===== src/rtl/fp16_fpu_arbiter.sv =====
// Round-robin arbiter sharing one FP16 FPU between NREQ requesters.
// An in-order tag FIFO routes each returned FPU result back to the requester that issued it.
module fp16_fpu_arbiter #(
    parameter int unsigned NREQ      = 4,
    parameter int unsigned DEPTH     = 16,
    parameter logic [7:0]  PIPE_MASK = 8'b0000_0011
) (
    input  logic                 clk,
    input  logic                 rst,
    input  logic [NREQ-1:0]      req_valid,
    input  logic [3*NREQ-1:0]    req_opcode,
    input  logic [16*NREQ-1:0]   req_data1,
    input  logic [16*NREQ-1:0]   req_data2,
    input  logic [16*NREQ-1:0]   req_data3,
    output logic [NREQ-1:0]      req_ready,
    input  logic                 drain,
    output logic                 drained,
    output logic [NREQ-1:0]      resp_valid,
    output logic [15:0]          resp_data,
    output logic [2:0]           resp_opcode,
    output logic                 err,
    output logic [15:0]          fpu_data1,
    output logic [15:0]          fpu_data2,
    output logic [15:0]          fpu_data3,
    output logic [2:0]           fpu_opcode,
    output logic                 fpu_input_valid,
    input  logic                 fpu_idle,
    input  logic                 fpu_output_up,
    input  logic [2:0]           fpu_opcode_o,
    input  logic [15:0]          fpu_data_o
);
    localparam int unsigned RrW  = (NREQ > 1) ? $clog2(NREQ) : 1;
    localparam int unsigned PtrW = $clog2(DEPTH);
    localparam int unsigned CntW = PtrW + 1;

    typedef enum logic [0:0] {StRun, StDrain} state_e;
    state_e state_q, state_d;

    logic [RrW-1:0]  rr_ptr_q, gnt_idx, scan_idx, rr_next;
    logic            gnt_found;
    int unsigned     scan_sum;
    logic [PtrW-1:0] wr_ptr_q, rd_ptr_q;
    logic [CntW-1:0] count_q, count_d;
    logic [2:0]      fifo_id [DEPTH];
    logic [2:0]      fifo_op [DEPTH];
    logic [2:0]      head_id, head_op;
    logic            fifo_empty, fifo_full, push, pop, can_issue;
    logic            err_q, drained_q;
    logic [NREQ-1:0] resp_valid_q;
    logic [15:0]     resp_data_q;
    logic [2:0]      resp_opcode_q;

    always_comb begin
        state_d = state_q;
        unique case (state_q)
            StRun:   if (drain)  state_d = StDrain;
            StDrain: if (!drain) state_d = StRun;
            default: state_d = StRun;
        endcase
    end

    // Rotating priority scan starting at rr_ptr_q.
    always_comb begin
        gnt_found = 1'b0;
        gnt_idx   = '0;
        scan_idx  = '0;
        scan_sum  = 0;
        for (int unsigned k = 0; k < NREQ; k++) begin
            scan_sum = 32'(rr_ptr_q) + k;
            if (scan_sum >= NREQ) scan_sum = scan_sum - NREQ;
            scan_idx = RrW'(scan_sum);
            if (!gnt_found && req_valid[scan_idx]) begin
                gnt_found = 1'b1;
                gnt_idx   = scan_idx;
            end
        end
    end

    assign fifo_empty = (count_q == '0);
    assign fifo_full  = (count_q == CntW'(DEPTH));
    assign head_id    = fifo_id[rd_ptr_q];
    assign head_op    = fifo_op[rd_ptr_q];
    assign pop        = fpu_output_up & ~fifo_empty;
    assign rr_next    = (gnt_idx == RrW'(NREQ - 1)) ? '0 : gnt_idx + 1'b1;

    // Reset gates the accept pulse so req_ready is low while rst is asserted; the last term
    // blocks a second issue in the cycle before idle falls after an iterative op.
    assign can_issue = rst & (state_q == StRun) & fpu_idle & (~fifo_full | pop) &
                       ~(fpu_input_valid & ~PIPE_MASK[fpu_opcode]);
    assign push      = can_issue & gnt_found;
    assign req_ready = push ? (NREQ'(1) << gnt_idx) : '0;

    always_comb begin
        count_d = count_q;
        if (push && !pop)      count_d = count_q + 1'b1;
        else if (!push && pop) count_d = count_q - 1'b1;
    end

    always_ff @(posedge clk) begin
        if (push) begin
            fifo_id[wr_ptr_q] <= 3'(gnt_idx);
            fifo_op[wr_ptr_q] <= req_opcode[3*int'(gnt_idx) +: 3];
        end
    end

    always_ff @(posedge clk or negedge rst) begin
        if (!rst) begin
            state_q         <= StRun;
            rr_ptr_q        <= '0;
            wr_ptr_q        <= '0;
            rd_ptr_q        <= '0;
            count_q         <= '0;
            fpu_data1       <= '0;
            fpu_data2       <= '0;
            fpu_data3       <= '0;
            fpu_opcode      <= '0;
            fpu_input_valid <= 1'b0;
            resp_valid_q    <= '0;
            resp_data_q     <= '0;
            resp_opcode_q   <= '0;
            err_q           <= 1'b0;
            drained_q       <= 1'b0;
        end else begin
            state_q         <= state_d;
            count_q         <= count_d;
            fpu_input_valid <= push;
            if (push) begin
                rr_ptr_q   <= rr_next;
                wr_ptr_q   <= wr_ptr_q + 1'b1;
                fpu_data1  <= req_data1[16*int'(gnt_idx) +: 16];
                fpu_data2  <= req_data2[16*int'(gnt_idx) +: 16];
                fpu_data3  <= req_data3[16*int'(gnt_idx) +: 16];
                fpu_opcode <= req_opcode[3*int'(gnt_idx) +: 3];
            end
            resp_valid_q <= pop ? (NREQ'(1) << head_id) : '0;
            if (pop) begin
                rd_ptr_q      <= rd_ptr_q + 1'b1;
                resp_data_q   <= fpu_data_o;
                resp_opcode_q <= fpu_opcode_o;
            end
            if ((fpu_output_up && fifo_empty) || (pop && (fpu_opcode_o != head_op))) begin
                err_q <= 1'b1;
            end
            // Registered, so drained rises the cycle after the last result is delivered.
            drained_q <= (state_q == StDrain) && fifo_empty;
        end
    end

    assign resp_valid  = resp_valid_q;
    assign resp_data   = resp_data_q;
    assign resp_opcode = resp_opcode_q;
    assign err         = err_q;
    assign drained     = drained_q;
endmodule

===== config.mk =====
export PLATFORM = sky130hd
export DESIGN_NAME = fp16_fpu_arbiter
export DESIGN_NICKNAME = d
export VERILOG_FILES = /design/src/rtl/fp16_fpu_arbiter.sv
export SDC_FILE = /design/constraint.sdc
export NUM_CORES = 1
export LEC_CHECK = 0
export BUFFER_PORTS_ARGS = -buffer_cell sky130_fd_sc_hd__buf_2
export CORE_ASPECT_RATIO = 1.4
export CORE_MARGIN = 5
export CORE_UTILIZATION = 46
export CTS_CLUSTER_DIAMETER = 120
export DETAILED_ROUTE_END_ITERATION = 10
export PLACE_DENSITY = 0.77
export SLEW_MARGIN = 20
export SYNTH_ARGS = -nofsm -noshare
export SYNTH_HDL_FRONTEND = slang
export SYNTH_SLANG_ARGS = --single-unit

===== constraint.sdc =====
create_clock -name clk -period 3.6 [get_ports clk]
set_clock_uncertainty 0.2 [all_clocks]
set_input_delay 0.72 -clock clk [delete_from_list [all_inputs] [get_ports clk]]
set_output_delay 0.72 -clock clk [all_outputs]
set_load 0.01 [all_outputs]

==> metrics <==
Ports about 310; Hold Path Class in2async; CP Cell Sequence or4_4 -> or3b_4 -> nand3_4 -> inv_2 -> buf_6 -> and2_1 -> buf_2; CP Data Required Time 2.68 ns; FF+latch count, synth 173; chip height approximately 180 um; first-pass GRT wire length around 40,000 um; Worst Tran Pin Value 0.883 ns; mapped cell area around 9000 um2; crit path buf inv count 3; met1 usage in global routing 0.290; Setup WS post-layout ~0.08 ns; Min Hold Slack roughly 0.12 ns; Finished Layout Cells ~1,300; routability cong. between 0.8 and 0.9; row cnt 60; CTS H-tree lvls 4; EDFF count, synth 80; core area 19,200 um2; Reg2Reg Setup Slack 0.28 ns; worst reg2reg startpoint count_q[0]$_DFFE_PN0P_; grt total ovfl 0; P per Cell Area 720 nW/um2; CP max-delay cell or4_4; Net Count, Synth between 1,000 and 1,500; crit-path max FO 33; total track usage 0.238; layout cells sized above 1 0.397; Max VDD drop approximately 0.4 mV; critical path class reg2out; M2 GR Usage 0.402; Synth area leaders edfxtp_1, dfrtp_1, a211oi_1; CP Launch Type flop; DP Cell Count ~1,300; DRC Markers 0; post-route ant nets 0; clock power share 0.215; Layout area overhead 26.5%; Die Wd approximately 130 um; PortBufs around 310; starting density of the core 0.466; Crit. End Element output pin; antenna violations before repair 1; RSZ-0062 raised after global routing no; die footprint approximately 22,000 um2; root buffer cell clkbuf_16; P_sw 3.04 mW; Nets approximately 1,300; critical path's top delay family simple AND/OR/NAND/NOR gates; outcome completed; final worst-path cycle share 0.978; drt first pass iters 5; max_slew headroom 0.407; largest area contributor in the netlist edfxtp_1; Final Hold Violating Endpoints 0; vias in the first global route approximately 7,400; Sink Count ~170; terminus of the critical flop-to-flop path count_q[4]$_DFFE_PN0P_; Cells after Synth 769; leak pwr around 5 nW; hpwl dp around 20,000 um; min Tclk post-route ~3.5 ns; DR vias/cell ~5.6; R2R depth 12; max-slew violations 0; Synth top area share 0.268; final setup TNS 0 ns; synth warn 0; sequential cell area fraction in the yosys report 0.528; Place WS 0.0787 ns; cts bufs inserted 17; combinational power share 0.401; FFs w/ async S/R, synth 0.538; post-CTS setup repair buffer count 0; Starting DRT DRC Count around 410; sequential power share 0.384; final setup fails 0; GR peak layer met2; vias approximately 7,400; Sw Ratio 0.373; Clk Latency, worst-skew pair 0.43 ns; average wire per standard cell 20.2 um; met3 Use GR 0.0575; fillers approximately 1,600; Fmax about 0.28 GHz; post-route cell area about 11,000 um2; Netlist cell types 43; max cap viols 0; utilization after layout 0.590; internal power ~5.1 mW; crit-path max cell delay 0.60 ns; Main synth FF type dfrtp_1; CTS tree built; Clock Path Buffers 2; drt total wl around 27,000 um; largest net degree at the start of global routing between 60 and 70; syn_area_per_cell roughly 12 um2; data arrival time of the critical path around 2.6 ns; Power Total around 8.2 mW; clk slew on worst S/H paths 0.07 ns; placed cell area about 11,000 um2
==> metal layers <==
layer / up-vias / routed length [um] / part of all wire
li1: 3435 / - / -
met1: 3505 / 9710 / 0.36
met2: 427 / 13700 / 0.51
met3: 53 / 2530 / 0.094
met4: 0 / 872 / 0.033
met5: - / 0 / 0
==> logic make-up after synthesis <==
kind of cell / share of synthesized area
AOI/OAI and AO/OA: 0.171
DFF: 0.528
buffers and inverters: 0.0638
muxes: 0.125
xor gates and xnor gates: 0.0127
adders and majority gates: 0.0204
and+or+nand+nor: 0.0793
==> cell usage in the layout (no fill, tap or decap), drive strengths merged <==
cell type / count
and4b: 1
fa: 1
xor2: 2
buf: 340
clkbuf: 21
inv: 68
or4: 2
a211oi: 102
clkinvlp: 2
edfxtp: 80
a41oi: 54
or3b: 1
or2: 1
a31oi: 2
a221oi: 1
o211ai: 3
nor2b: 2
nor2: 72
xnor2: 11
nand2b: 5
a21oi: 4
o21ai: 10
a21o: 3
clkinv: 6
dfrtp: 93
nand2: 70
nor3: 4
nand3: 1
mux2: 6
diode: 1
nor3b: 1
o21a: 2
o2111ai: 1
mux4: 20
mux2i: 60
and2: 4
ha: 13
nand4: 3
o31ai: 3
==> how the worst max path moves through the flow <==
stage                                          to              startpoint  slack, ns  depth (start not counted)
after CTS                            req_ready[1]  count_q[0]$_DFFE_PN0P_       0.05                          7
after floorplan            count_q[4]$_DFFE_PN0P_            req_valid[2]       0.05                         13
after detailed placement  fifo_op[5][2]$_DFFE_PP_            req_valid[1]       0.08                          8
final                                req_ready[1]  count_q[0]$_DFFE_PN0P_       0.08                          7
after global placement    fifo_op[9][2]$_DFFE_PP_            req_valid[1]       0.16                          8
after global routing                 req_ready[1]  count_q[0]$_DFFE_PN0P_      0.005                          7
==> state kept, by name, indices dropped and copies added, names as in the netlist <==
name / cells
count_q: 5
drained: 1
err: 1
fifo_id: 32
fifo_op: 48
fpu_data1: 16
fpu_data2: 16
fpu_data3: 16
fpu_input_valid: 1
fpu_opcode: 3
rd_ptr_q: 4
resp_data: 16
resp_opcode: 3
resp_valid: 4
rr_ptr_q: 2
state_q: 1
wr_ptr_q: 4
==> timing repair <==
action,in CTS,in global routing
resized for setup,2,0
hold buffers,0,0
endpoints found under the setup margin,4,0
==> cell usage after synthesis, drive strengths merged, types with 5 or more instances <==
cell	count
a211oi	102
a41oi	54
buf	22
clkbuf	44
dfrtp	93
edfxtp	80
ha	13
inv	65
mux2	6
mux2i	60
mux4	20
nand2	70
nand2b	5
nor2	72
o21ai	10
xnor2	11
==> cell type report <==
type / count / area (um2) / area share
sequential: 173 / 4730 / 0.417
multi-input combinational: 465 / 3680 / 0.325
timing repair buffer: 340 / 1790 / 0.158
clock buffer: 21 / 493 / 0.0435
tap: 248 / 310 / 0.0274
inverter: 65 / 246 / 0.0217
clock inverter: 11 / 80.1 / 0.00707
antenna: 1 / 2.50 / 0.000221
==> power by group through the flow <==
stage | Sequential, mW | Clock [mW] | Combinational [mW]
CTS | 3.14 | 1.78 | 3.30
finish | 3.14 | 1.75 | 3.27
global placement | 3.15 | 0 | 3.22
global route | 3.21 | 1.87 | 3.57
floorplan | 3.16 | 0 | 2.11
detailed placement | 3.16 | 0 | 3.30
Power figures use the tool's default switching activity.
